### config.mk
export PLATFORM = sky130hd
export DESIGN_NAME = anspwm_seq_ctrl
export DESIGN_NICKNAME = d
export VERILOG_FILES = /design/src/rtl/anspwm_pkg.sv /design/src/rtl/anspwm_tokline.sv /design/src/rtl/anspwm_seq_ctrl.sv
export SDC_FILE = /design/constraint.sdc
export NUM_CORES = 1
export LEC_CHECK = 0
export CAP_MARGIN = 20
export CORE_MARGIN = 2
export CORE_UTILIZATION = 55
export CTS_BUF_LIST = sky130_fd_sc_hd__clkbuf_4 sky130_fd_sc_hd__clkbuf_8
export DETAILED_ROUTE_END_ITERATION = 10
export PLACE_DENSITY = 0.85
export SYNTH_ARGS = -nofsm -noshare
export SYNTH_HDL_FRONTEND = slang
export SYNTH_SLANG_ARGS = --single-unit
### constraint.sdc
create_clock -name clk -period 3.9 [get_ports clk]
set_clock_uncertainty 0.05 [all_clocks]
set_input_delay 0.39 -clock clk [delete_from_list [all_inputs] [get_ports clk]]
set_output_delay 0.39 -clock clk [all_outputs]
set_load 0.01 [all_outputs]
### src/rtl/anspwm_pkg.sv
// Shared types and constants for the ANS-PWM quantizer sequencer.
// Pipeline latency is derived from stage count and per-stage latencies.
package anspwm_pkg;

   localparam int SAMPLE_W       = 16;
   localparam int NSTAGES_DEF    = 3;
   localparam int STAGE_LAT_DEF  = 3;
   localparam int ADD_LAT_DEF    = 1;
   localparam int MIN_PERIOD_DEF = 8;

   typedef enum logic [1:0] {
      IDLE  = 2'd0,
      RUN   = 2'd1,
      DRAIN = 2'd2
   } state_t;

   function automatic int pipe_lat(input int nstages, input int stage_lat, input int add_lat);
      return nstages * stage_lat + add_lat;
   endfunction

endpackage

### src/rtl/anspwm_tokline.sv
// DEPTH-deep 1-bit token shift register: shift_out is shift_in delayed DEPTH clocks.
// Shifts every cycle, no backpressure; empty means no token remains once the output bit leaves.
module anspwm_tokline #(
   parameter int DEPTH = 10
) (
   input  logic clk,
   input  logic rst_n,
   input  logic shift_in,
   output logic shift_out,
   output logic empty
);

   logic [DEPTH-1:0] tok_q;
   logic [DEPTH-1:0] tok_d;

   always_comb begin
      tok_d = {tok_q[DEPTH-2:0], shift_in};
   end

   always_ff @(posedge clk or negedge rst_n) begin
      if (!rst_n) begin
         tok_q <= '0;
      end else begin
         tok_q <= tok_d;
      end
   end

   assign shift_out = tok_q[DEPTH-1];
   // The top bit leaves this cycle, so only the lower bits decide whether anything stays in flight.
   assign empty     = ~|tok_q[DEPTH-2:0];

endmodule

### src/rtl/anspwm_seq_ctrl.sv
// ANS-PWM sequencer: launches one buffered target per frame into stage 1, res_valid LAT clocks later.
// One-entry input buffer, s_ready drops when full unless consumed this cycle; closed in DRAIN.
module anspwm_seq_ctrl
   import anspwm_pkg::*;
#(
   parameter int NSTAGES    = NSTAGES_DEF,
   parameter int STAGE_LAT  = STAGE_LAT_DEF,
   parameter int ADD_LAT    = ADD_LAT_DEF,
   parameter int MIN_PERIOD = MIN_PERIOD_DEF
) (
   input  logic                clk,
   input  logic                rst_n,
   input  logic                enable,
   input  logic [SAMPLE_W-1:0] period,
   input  logic                s_valid,
   input  logic [SAMPLE_W-1:0] s_data,
   output logic                s_ready,
   output logic                st_load,
   output logic [SAMPLE_W-1:0] st_target,
   output logic                frame_start,
   output logic                res_valid,
   output logic                underrun,
   output logic                busy
);

   localparam int                LAT   = pipe_lat(NSTAGES, STAGE_LAT, ADD_LAT);
   localparam logic [SAMPLE_W-1:0] MIN_P = MIN_PERIOD[SAMPLE_W-1:0];
   localparam logic [SAMPLE_W-1:0] ONE   = {{(SAMPLE_W-1){1'b0}}, 1'b1};

   state_t              state_q, state_d;
   logic [SAMPLE_W-1:0] per_q, per_d;
   logic [SAMPLE_W-1:0] cnt_q, cnt_d;
   logic                buf_full_q, buf_full_d;
   logic [SAMPLE_W-1:0] buf_q, buf_d;
   logic [SAMPLE_W-1:0] st_target_q, st_target_d;
   logic                underrun_q, underrun_d;

   logic load;
   logic accept;
   logic tok_empty;

   // Gating with enable keeps a frame boundary that coincides with disable from launching.
   assign load    = (state_q == RUN) && enable && (cnt_q == '0);
   assign s_ready = (state_q != DRAIN) && (!buf_full_q || load);
   assign accept  = s_valid && s_ready;

   always_comb begin
      state_d     = state_q;
      per_d       = per_q;
      cnt_d       = cnt_q;
      buf_full_d  = buf_full_q;
      buf_d       = buf_q;
      st_target_d = st_target_q;
      underrun_d  = underrun_q;

      case (state_q)
         IDLE: begin
            if (enable) begin
               state_d    = RUN;
               per_d      = (period < MIN_P) ? MIN_P : period;
               cnt_d      = '0;
               underrun_d = 1'b0;
            end
         end
         RUN: begin
            if (!enable) begin
               state_d = DRAIN;
               cnt_d   = '0;
            end else if (cnt_q == per_q - ONE) begin
               cnt_d = '0;
            end else begin
               cnt_d = cnt_q + ONE;
            end
         end
         DRAIN: begin
            if (tok_empty) begin
               state_d = IDLE;
            end
         end
         default: state_d = IDLE;
      endcase

      if (load) begin
         if (buf_full_q) begin
            st_target_d = buf_q;
            buf_full_d  = 1'b0;
         end else begin
            underrun_d  = 1'b1;
         end
      end

      // Refill after the load so a same-cycle consume and accept leaves the buffer full.
      if (accept) begin
         buf_d      = s_data;
         buf_full_d = 1'b1;
      end
   end

   always_ff @(posedge clk or negedge rst_n) begin
      if (!rst_n) begin
         state_q     <= IDLE;
         per_q       <= MIN_P;
         cnt_q       <= '0;
         buf_full_q  <= 1'b0;
         buf_q       <= '0;
         st_target_q <= '0;
         underrun_q  <= 1'b0;
      end else begin
         state_q     <= state_d;
         per_q       <= per_d;
         cnt_q       <= cnt_d;
         buf_full_q  <= buf_full_d;
         buf_q       <= buf_d;
         st_target_q <= st_target_d;
         underrun_q  <= underrun_d;
      end
   end

   anspwm_tokline #(
      .DEPTH(LAT)
   ) u_tokline (
      .clk      (clk),
      .rst_n    (rst_n),
      .shift_in (load),
      .shift_out(res_valid),
      .empty    (tok_empty)
   );

   assign st_load     = load;
   assign frame_start = load;
   assign st_target   = st_target_q;
   assign underrun    = underrun_q;
   assign busy        = (state_q != IDLE);

endmodule

==> results of run 1 <==
==> where the power goes <==
group / switching (mW) / internal, mW / total [mW]
Sequential: 0.283 / 1.13 / 1.41
Combinational: 0.631 / 0.664 / 1.29
Clock: 0.322 / 0.305 / 0.626
Total: 1.24 / 2.09 / 3.33
==> cell families after synthesis <==
logic type / after synthesis / synth area share [%]
AO/OA/AOI/OAI: 53 / 11.5
XOR/XNOR: 21 / 4.68
adder cells (fa/ha/maj): 3 / 0.954
buffers and inverters: 33 / 4.01
flip-flops: 78 / 49.7
multiplexers: 32 / 9.16
AND/OR/NAND/NOR: 166 / 20.1
==> sequential cells by signal, indices dropped and copies added, names as in the netlist <==
name             flops
per_q               16
cnt_q               16
buf_full_q           1
underrun             1
u_tokline.tok_q     10
state_q              2
st_target           16
buf_q               16
==> worst max-delay path, cell delays in order (launching register included) <==
cell	delay, ps
dfrtp_1	450
inv_1	100
ha_1	220
nor4b_2	430
xor2_1	200
nand4b_1	160
a2111oi_4	330
o2111ai_2	140
buf_4	240
o21ai_2	340
o211ai_1	160
==> metrics by stage <==
step | instance area (um2) | hold WS [ps]
after floorplan | 3930 | 44.4
after global placement | 4520 | 310
after detailed placement | 4530 | 313
after CTS | 4730 | 158
after global routing | 4730 | 216
final | 4730 | 112
==> worst max-delay path by stage <==
stage / to / cells past startpoint / slack (ps)
floorplan: cnt_q[12] / 10 / 1240
global placement: cnt_q[15] / 10 / 1010
detailed placement: cnt_q[8] / 10 / 930
CTS: cnt_q[8] / 10 / 920
global route: cnt_q[8] / 10 / 660
finish: cnt_q[13] / 10 / 930
==> routing by layer <==
metal	wire length, um	GRT usage [%]	vias to the layer above
met5	0	0	-
met4	204	11.4	0
met3	324	4.01	18
met2	4290	38.0	83
met1	3610	31.8	1487
li1	-	-	1455
==> Yosys cell counts, types with 2 or more instances <==
master	count	area, um2
nand4_1	3	18.8
o211ai_1	10	75.1
buf_2	3	15.0
o2111ai_1	7	61.3
or4_1	2	15.0
o211ai_2	8	100
xor2_1	11	96.3
nor2b_1	5	31.3
xnor2_1	10	87.6
or3_1	2	12.5
ha_1	3	37.5
nor3b_1	2	15.0
nor2_1	21	78.8
mux2_2	32	360
a22o_1	2	17.5
clkbuf_1	16	60.1
or2_2	6	37.5
nand3_1	21	105
dfrtp_1	77	1930
nor3_1	9	45.0
a21oi_1	3	15.0
o21ai_0	10	50.1
nand2_1	74	278
buf_6	2	22.5
a22oi_1	2	15.0
inv_1	10	37.5
nor4_1	10	62.6
and3_1	4	25.0
==> area by class of cell <==
type / count / area share (%)
Clock buffer: 9 / 2.62
Clock inverter: 7 / 1.66
Inverter: 10 / 0.793
Multi-Input combinational cell: 275 / 38.5
Sequential cell: 78 / 41.3
Tap cell: 96 / 2.54
Timing Repair Buffer: 61 / 12.6
==> results.json, run 1 <==
{
  "outcome": "complete, no violations",
  "timing.rr.start": "per_q[0]",
  "floorplan.rows": 30,
  "hpwlAfterDp_mm": 6.04,
  "coreArea_um2": 6870,
  "timing_max_transition_violations_final": 0,
  "drt_first_pass_iters": 4,
  "finish.net_count": 474,
  "synthesis.area_per_instance_um2": 10.2,
  "cts_made_buffers": 9,
  "rsz_0062_raised_after_global_routing": "no",
  "cts_max_path_buffers": 2,
  "mostFrequentLayoutCells": "dfrtp_1 (77), nand2_1 (74), clkdlybuf4s50_1 (56)",
  "mappedNetlistNets": 425,
  "die_area_um2": 7840,
  "drt-initial-drc-count": 314,
  "grt_pass1_wl_mm": 14.3,
  "fillerInstances": 500,
  "number_of_antenna_violations_at_the_first_check_in_global_routing": 0,
  "wl_per_cell_um": 15.7,
  "critical_path.reg2reg.endpoint": "cnt_q[13]",
  "track_usage_pct": 23.8,
  "path_class": "reg2reg",
  "fmaxAchievable_mhz": 337,
  "fin_tns_setup_ps": 0,
  "synthArstFlopShare_pct": 100,
  "mostFrequentLayoutCell": "dfrtp_1",
  "synth_seq_cells": 78,
  "numPortBuffers": 57,
  "placedCellCount": 520,
  "grt_max_degree": 79,
  "critical_path_end_type": "register",
  "floorplan.die.height_um": 88.6,
  "startpoint_type": "register",
  "max_slew_margin_pct": 31.2,
  "post_cts_resize_count": 0,
  "crit_path_max_fanout": 20,
  "synthesis.instances": 386,
  "finalCritPeriodShare_pct": 76.2,
  "power.leakage_nw": 2.04,
  "yosys.cell_types.count": 49,
  "cts_root_buffer": "clkbuf_8",
  "power-per-cell-area_nw_per_um2": 703,
  "initial_core_utilization_pct": 57.3,
  "data_arrival_time_at_the_worst_slack_endpoint_ps": 3140,
  "vdd_drop_max_mv": 0.446,
  "via_count_of_the_first_global_routing_pass": 2933,
  "multi_input_area_um2": 1820,
  "final.min_clock_period_ps": 2970,
  "path_clk_slew_ps": 80,
  "final_hold_fails": 0,
  "layout_setup_ws_ps": 929,
  "layout.area.seq_um2": 1950,
  "synthesis.yosys.warnings": 0,
  "number_of_cells_on_the_worst_reg_to_reg_path": 10,
  "setup_bufs_post_cts": 0,
  "top_level_ports": 58,
  "detailroute.via_count": 3043,
  "globalRouteOverflowTotal": 0,
  "htreeDepth": 3,
  "final_layout_size_suffix_gt1_share_pct": 16.6,
  "reg2reg_setup_slack_ps": 930,
  "cts.sinks": 78,
  "seq_area_frac_synth_pct": 49.7,
  "drt_drc_violations_left": 0,
  "hold_class": "in2async",
  "synth_edf_count": 0,
  "worst-slew-pin-transition_ps": 1030,
  "startpoint": "per_q[0]",
  "via_per_inst": 5.68,
  "preCtsSetupSlack_ps": 925,
  "synthToLayoutAreaGrowth_pct": 20.4,
  "route.final.wire_length_mm": 8.43,
  "detail-route-antenna-nets": 0,
  "cts_tree": "built",
  "layoutNonFillerInstCount": 536,
  "synthesis.area_um2": 3930,
  "place_congestion": 0.865,
  "power.total_mw": 3.33,
  "max_cap_viol_count": 0,
  "setup_viol": 0,
  "fp.dieW_um": 88.6,
  "cts.hold.buffers_added": 0,
  "postLayoutCoreUtil_pct": 68.9,
  "clkLatencyLatePin_ps": 360,
  "dominantRegCellSynth": "dfrtp_1",
  "worst-endpoint-required_ps": 4070,
  "number_of_inserted_diodes": 0
}
(Power assumes the default switching activity.)
==> run 2: changes to the inputs <==
Clock period 3.9 ns to 2.9 ns, I/O delays scaled along.
==> run 2 against run 1 <==
  * Cell count grew 1.5%
  * Worst setup slack lost 830 ps
  * Utilization grew 1.4 points
  * Flip-flop and latch count is the same
  * Count of clock-buffer cells in the layout grew 2
  * Maximum frequency grew 6.0%
  * Global-route usage grew 0.94 points
  * Wire length grew 4.4%
  * Cell area grew 2.0%
  * Power grew 37%
  * Die area is the same
  * First-iteration DRC count shrank 1.9%
  * Critical path type unchanged
  * Largest power group unchanged
  * Highest routed layer unchanged
==> results.json, run 2 (synthesis gave the netlist of run 1 again) <==
{
  "globalRouteOverflowTotal": 0,
  "multi_input_area_um2": 1840,
  "clkLatencyLatePin_ps": 360,
  "outcome": "complete, no violations",
  "drt-initial-drc-count": 308,
  "number_of_inserted_diodes": 0,
  "max_slew_margin_pct": 35.7,
  "hpwlAfterDp_mm": 6.12,
  "max_cap_viol_count": 0,
  "mostFrequentLayoutCells": "dfrtp_1 (76), nand2_1 (74), clkdlybuf4s50_1 (56)",
  "via_per_inst": 5.71,
  "drt_drc_violations_left": 0,
  "crit_path_max_fanout": 9,
  "via_count_of_the_first_global_routing_pass": 3073,
  "preCtsSetupSlack_ps": 60.0,
  "floorplan.rows": 30,
  "grt_max_degree": 79,
  "final_hold_fails": 0,
  "number_of_antenna_violations_at_the_first_check_in_global_routing": 0,
  "critical_path_end_type": "register",
  "finalCritPeriodShare_pct": 96.7,
  "top_level_ports": 58,
  "cts_tree": "built",
  "data_arrival_time_at_the_worst_slack_endpoint_ps": 2960,
  "fillerInstances": 475,
  "fmaxAchievable_mhz": 357,
  "detailroute.via_count": 3107,
  "layout.area.seq_um2": 1950,
  "path_clk_slew_ps": 80,
  "track_usage_pct": 24.7,
  "cts_made_buffers": 9,
  "worst-endpoint-required_ps": 3060,
  "worst-slew-pin-transition_ps": 964,
  "power.leakage_nw": 2.08,
  "cts.hold.buffers_added": 0,
  "die_area_um2": 7840,
  "numPortBuffers": 57,
  "initial_core_utilization_pct": 57.3,
  "layout_setup_ws_ps": 95.7,
  "synthToLayoutAreaGrowth_pct": 22.7,
  "vdd_drop_max_mv": 0.633,
  "hold_class": "in2async",
  "detail-route-antenna-nets": 0,
  "fp.dieW_um": 88.6,
  "power-per-cell-area_nw_per_um2": 945,
  "cts_root_buffer": "clkbuf_8",
  "mostFrequentLayoutCell": "dfrtp_1",
  "drt_first_pass_iters": 5,
  "final_layout_size_suffix_gt1_share_pct": 18.8,
  "cts_max_path_buffers": 2,
  "placedInstanceArea_um2": 4600,
  "place_congestion": 0.870,
  "finish.net_count": 482,
  "fin_tns_setup_ps": 0,
  "cts.sinks": 78,
  "final.min_clock_period_ps": 2800,
  "grt_pass1_wl_mm": 14.8,
  "timing_max_transition_violations_final": 0,
  "coreArea_um2": 6870,
  "htreeDepth": 3,
  "setup_viol": 0,
  "floorplan.die.height_um": 88.6,
  "startpoint_type": "register",
  "path_class": "reg2reg",
  "final_cell_area_um2": 4830,
  "route.final.wire_length_mm": 8.80,
  "wl_per_cell_um": 16.2
}
-- run 2: where the power goes --
group	switching (mW)	internal (mW)
combinational	0.888	0.971
sequential	0.361	1.52
clock	0.399	0.431
-- run 2: final timing paths --
path	endpoint	slack (ps)	from	depth (start not counted)
setup reg to reg	cnt_q[8]	100	per_q[4]	7
min in group clk	u_tokline.tok_q[4]	330	u_tokline.tok_q[3]	0
setup / recovery	cnt_q[8]	100	per_q[4]	7
max in group asynchronous	per_q[0]	2120	rst_n	1
hold reg to reg	u_tokline.tok_q[4]	330	u_tokline.tok_q[3]	0
hold / removal	per_q[5]	30	rst_n	1
-- run 2: worst max-delay path, stage by stage (launching register included) --
cell and delay [ps]:
dfrtp_1 460, or3_4 370, or3_1 370, a21o_1 220, a2111oi_4 370, o2111ai_2 220
o21ai_2 400, o211ai_1 200
-- run 2: area by class of cell --
class                   instances  share of cell area, %
clock buffers                  11                   3.01
clock inverters                 5                   1.22
inverters                      10                  0.777
multi-input cells             275                   38.1
flip-flops and latches         78                   40.5
well taps                      96                   2.49
repair buffers                 69                   14.0
-- run 2: timing repair --
action / CTS / global route
endpoints found under the setup margin: 0 / 17
resized for setup: 0 / 5
setup buffers: 0 / 1
-- run 2: metal layers --
layer | GRT usage, % | wire length (um) | up-vias
met5 | 0 | 0 | -
met4 | 13.2 | 270 | 0
met3 | 4.10 | 355 | 23
met2 | 39.1 | 4410 | 102
met1 | 32.9 | 3760 | 1505
li1 | - | - | 1477
-- run 2: through the flow --
stage               hold WS, ps  total power [mW]  instances  utilization [%]
finish                     31.4              4.56        544             70.3
CTS                        72.3              4.55        543             69.9
detailed placement          309              3.71        527             66.9
floorplan                 -55.6              2.97        386                -
global route                114              4.86        544             70.3
global placement            306              3.61        527             66.9
==> edit 1: new RTL, flow settings as in run 2 <==
Add an input register stage for `period`, without a reset; this delays it by one clock. The other inputs are not delayed to match.
--- a/src/rtl/anspwm_seq_ctrl.sv
+++ b/src/rtl/anspwm_seq_ctrl.sv
@@ -28,2 +28,8 @@
    localparam logic [SAMPLE_W-1:0] ONE   = {{(SAMPLE_W-1){1'b0}}, 1'b1};
+
+   logic [SAMPLE_W-1:0] period_q;
+
+   always_ff @(posedge clk) begin
+      period_q <= period;
+   end
 
@@ -59,3 +65,3 @@
                state_d    = RUN;
-               per_d      = (period < MIN_P) ? MIN_P : period;
+               per_d      = (period_q < MIN_P) ? MIN_P : period_q;
                cnt_d      = '0;
Behaviour: not the same (a bounded check fails within 10 cycles, from zero or initial values and one cycle with rst_n low).
==> edit 1 against run 2 <==
Setup slack better by 0.037 ns. Die area is 6.8% higher. Non-clock buffer count grew 6. Total power rose by 4.0%. Area after synthesis grew 7.1%. Wire length up 4.0%. Sequential cell count grew 16. Highest routed layer unchanged. Critical path type unchanged. Cell area up 7.0%. Global-route usage fell by 1.6 points.
==> edit 1: results (changes against run 2) <==
[run_status]
status = completed

[pwr]
swShare_pct = 35.52  ; -0.57 points
p_leak_uw = 0.002211  ; +6.4%
p_comb_uw = 1900  ; +2%
vdd_drop_max_mv = 0.7430  ; +17%
pwr.group.clock_uw = 771  ; -7.0%

[placement]
dpl.cell_count = 544  ; +3.2%
dp_hpwl_um = 6489  ; +6.1%
dpl_cell_area_um2 = 4926  ; +7.2%
dp_worst_setup_slack_ns = 0.1018  ; +0.04188 ns
place_congestion = 0.9019  ; +3.7%

[global_route]
first_global_vias = 3290  ; +7.1%
grt_use_total_pct = 23.15  ; -1.6 points
grt_first_pass_wirelength_um = 15590  ; +5.7%

[synthesis]
syn_area_per_cell_um2 = 10.59  ; +3.9%
ys_types = 55  ; +12%
netlist_top_cells_count = dfrtp_1 (77), nand2_1 (60), mux2_2 (32)
syn_nets = 437  ; +2.8%
async_flop_share_pct = 82.98  ; -17 points
synth_area_leaders = dfrtp_1 (46%), mux2_2 (8.6%), dfxtp_1 (7.6%)

[layout]
drive_above_1_share_pct = 18.14  ; -0.61 points
final_cells = 562  ; +3.3%
seq-cell-share_pct = 44.03  ; +3.6 points
inverters_excl_clock = 8  ; -2
multi_input_comb_cells = 270  ; -1.8%
nFillCells = 540  ; +14%
num-nonclk-buffers = 75  ; +8.7%
postLayoutCellArea_um2 = 5169  ; +7.0%
nNetsFinal = 497  ; +3.1%
clk_share_pct = 3.365  ; -0.86 points

[routing]
via_per_inst = 5.840  ; +2.2%
routed_wl_um = 9154  ; +4.0%

[critical_path]
startpoint = per_q[1]
slowest_delay_ns = 0.48  ; +0.02 ns
r2r.worst_path.cells = 11  ; +4
r2r_end = cnt_q[5]
path_delay_family = simple AND/OR/NAND/NOR gates
cp_max_fo = 13  ; +4
crit_slowest_cell = or4b_4

[clock_network]
cts_sinks = 94  ; +21%

[sta]
period_needed_ns = 2.767  ; -0.03705 ns
whs_ns = 0.03606  ; +0.004682 ns

-- edit 1: changes by cell type after synthesis, sizes merged, moves of 8 or more --
| cell | change |
|---|---|
| dfxtp | +16 |
| o21a | +8 |
| o2111ai | -8 |
| nand2 | -14 |
| o211ai | -17 |
| o311ai | +9 |
-- edit 1: routing by layer --
layer / global-route usage (%) / wire, um / up-vias
li1: - / - / 1528
met1: 30.17 / 3826 / 1619
met2: 38.42 / 4505 / 128
met3: 7.884 / 778 / 7
met4: 3.409 / 43 / 0
met5: 0 / 0 / -
-- edit 1: logic make-up after synthesis --
| group | count (synthesis) | share of synthesized area (%) |
|---|---|---|
| AOI/OAI and AO/OA | 58 | 10.27 |
| adders and majority gates | 3 | 0.8908 |
| DFF | 94 | 53.95 |
| xor gates and xnor gates | 19 | 3.949 |
| and+or+nand+nor | 158 | 18.94 |
| buffers and inverters | 34 | 3.444 |
| muxes | 32 | 8.551 |
==> edit 2: new RTL, config.mk and constraints of run 2 <==
Without the edit above. Change the package constant `STAGE_LAT_DEF` from 3 to 5.
--- a/src/rtl/anspwm_pkg.sv
+++ b/src/rtl/anspwm_pkg.sv
@@ -6,3 +6,3 @@
    localparam int NSTAGES_DEF    = 3;
-   localparam int STAGE_LAT_DEF  = 3;
+   localparam int STAGE_LAT_DEF  = 5;
    localparam int ADD_LAT_DEF    = 1;
Function: same outputs for any inputs over 10 cycles, from zero or initial values and one cycle with rst_n low; that may be too few to reach the edited logic, so the function may still have changed.
==> edit 2 against run 2 <==
Via count grew 3.7%. Sequential cell count rose by 6. Wire length up 3.6%. Cell area is 4.5% higher. Setup slack got worse by 0.023 ns. Area after synthesis up 0.67%. Total power rose by 4.4%. Maximum frequency down 0.83%. Highest routed layer unchanged.
==> edit 2: results (changes against run 2) <==
[run_status]
status = completed

[synthesis]
synth_area_leaders = dfrtp_1 (52%), mux2_2 (9.1%), nand2_1 (5.8%)
ys_seq_area_share_pct = 53.11  ; +3.5 points
synthXorXnorAreaFrac_pct = 4.202  ; -0.47 points
syn_nets = 416  ; -2.1%
synth_compound_area_share_pct = 9.542  ; -1.9 points

[global_route]
grt_use_total_pct = 24.91  ; +0.17 points
grt_first_pass_wirelength_um = 14880  ; +0.84%
grt_max_degree = 85  ; +7.6%
first_global_vias = 3111  ; +1.2%

[die]
die-area_um2 = 7895  ; +0.64%

[placement]
dp_worst_setup_slack_ns = -0.002404  ; -0.06236 ns
place_congestion = 0.8653  ; -0.49%
dpl_cell_area_um2 = 4737  ; +3.0%

[layout]
nNetsFinal = 492  ; +2.1%
drive_above_1_share_pct = 18.78  ; +0.027 points
nFillCells = 485  ; +2.1%

[critical_path]
r2r_end = cnt_q[2]
slowest_delay_ns = 0.55  ; +0.09 ns
r2r_start = per_q[7]
cp.arrival_ns = 3.00  ; +0.04 ns
rrSetupSlack_ns = 0.07  ; -0.02 ns
path_delay_family = simple AND/OR/NAND/NOR gates
crit_slowest_cell = or4_4
cp_max_fo = 16  ; +7

[pwr]
p_leak_uw = 0.002266  ; +9.1%
vdd_drop_max_mv = 0.6629  ; +4.6%

[min_path]
hp-class = flip-flop to flip-flop

[routing]
vias = 3223  ; +3.7%
drt_iter0_drc = 181  ; -41%
routedWlPerCell_um = 16.47  ; +1.8%

-- edit 2: how the worst max path moves through the flow --
stage / depth (start not counted) / startpoint / slack (ns) / end
2_1_floorplan: 9 / per_q[0] / 0.008 / cnt_q[3]
3_3_place_gp: 10 / per_q[1] / 0.11 / cnt_q[13]
3_5_place_dp: 10 / per_q[0] / -0.002 / cnt_q[13]
4_1_cts: 8 / per_q[9] / 0.05 / cnt_q[10]
5_1_grt: 5 / cnt_q[2] / -0.08 / s_ready
6_report: 8 / per_q[7] / 0.07 / cnt_q[2]
-- edit 2: cell families after synthesis --
group | Yosys count
AO/OA/AOI/OAI | 57
XOR/XNOR | 19
adder cells (fa/ha/maj) | 3
buffers and inverters | 25
flip-flops | 84
multiplexers | 33
AND/OR/NAND/NOR | 156
-- edit 2: cell type report --
cell class,instances,area (um2),area share [%]
repair buffers,82,785.8,15.57
multi-input cells,268,1777,35.20
flip-flops and latches,84,2103,41.67
inverters,8,30.03,0.5949
well taps,96,120.1,2.380
clock buffers,10,137.6,2.727
clock inverters,6,93.84,1.859
-- edit 2: layer usage --
layer	wire [um]	GRT usage, %
met5	0	0
met3	727	9.888
met1	3790	31.43
met2	4452	40.16
met4	154	6.749
-- edit 2: repair_timing --
| item | 4_1_cts | 5_1_grt |
|---|---|---|
| hold buffers | 0 | 1 |
| endpoints found under the setup margin | 6 | 6 |
| hold endpoints to repair | 0 | 33 |
| pin swaps | 0 | 3 |
| resized for setup | 2 | 6 |
-- edit 2: power breakdown --
group          total, uW  switching (uW)  internal [uW]
combinational       1900             894           1010
clock                958             443            516
sequential          1900             297           1610
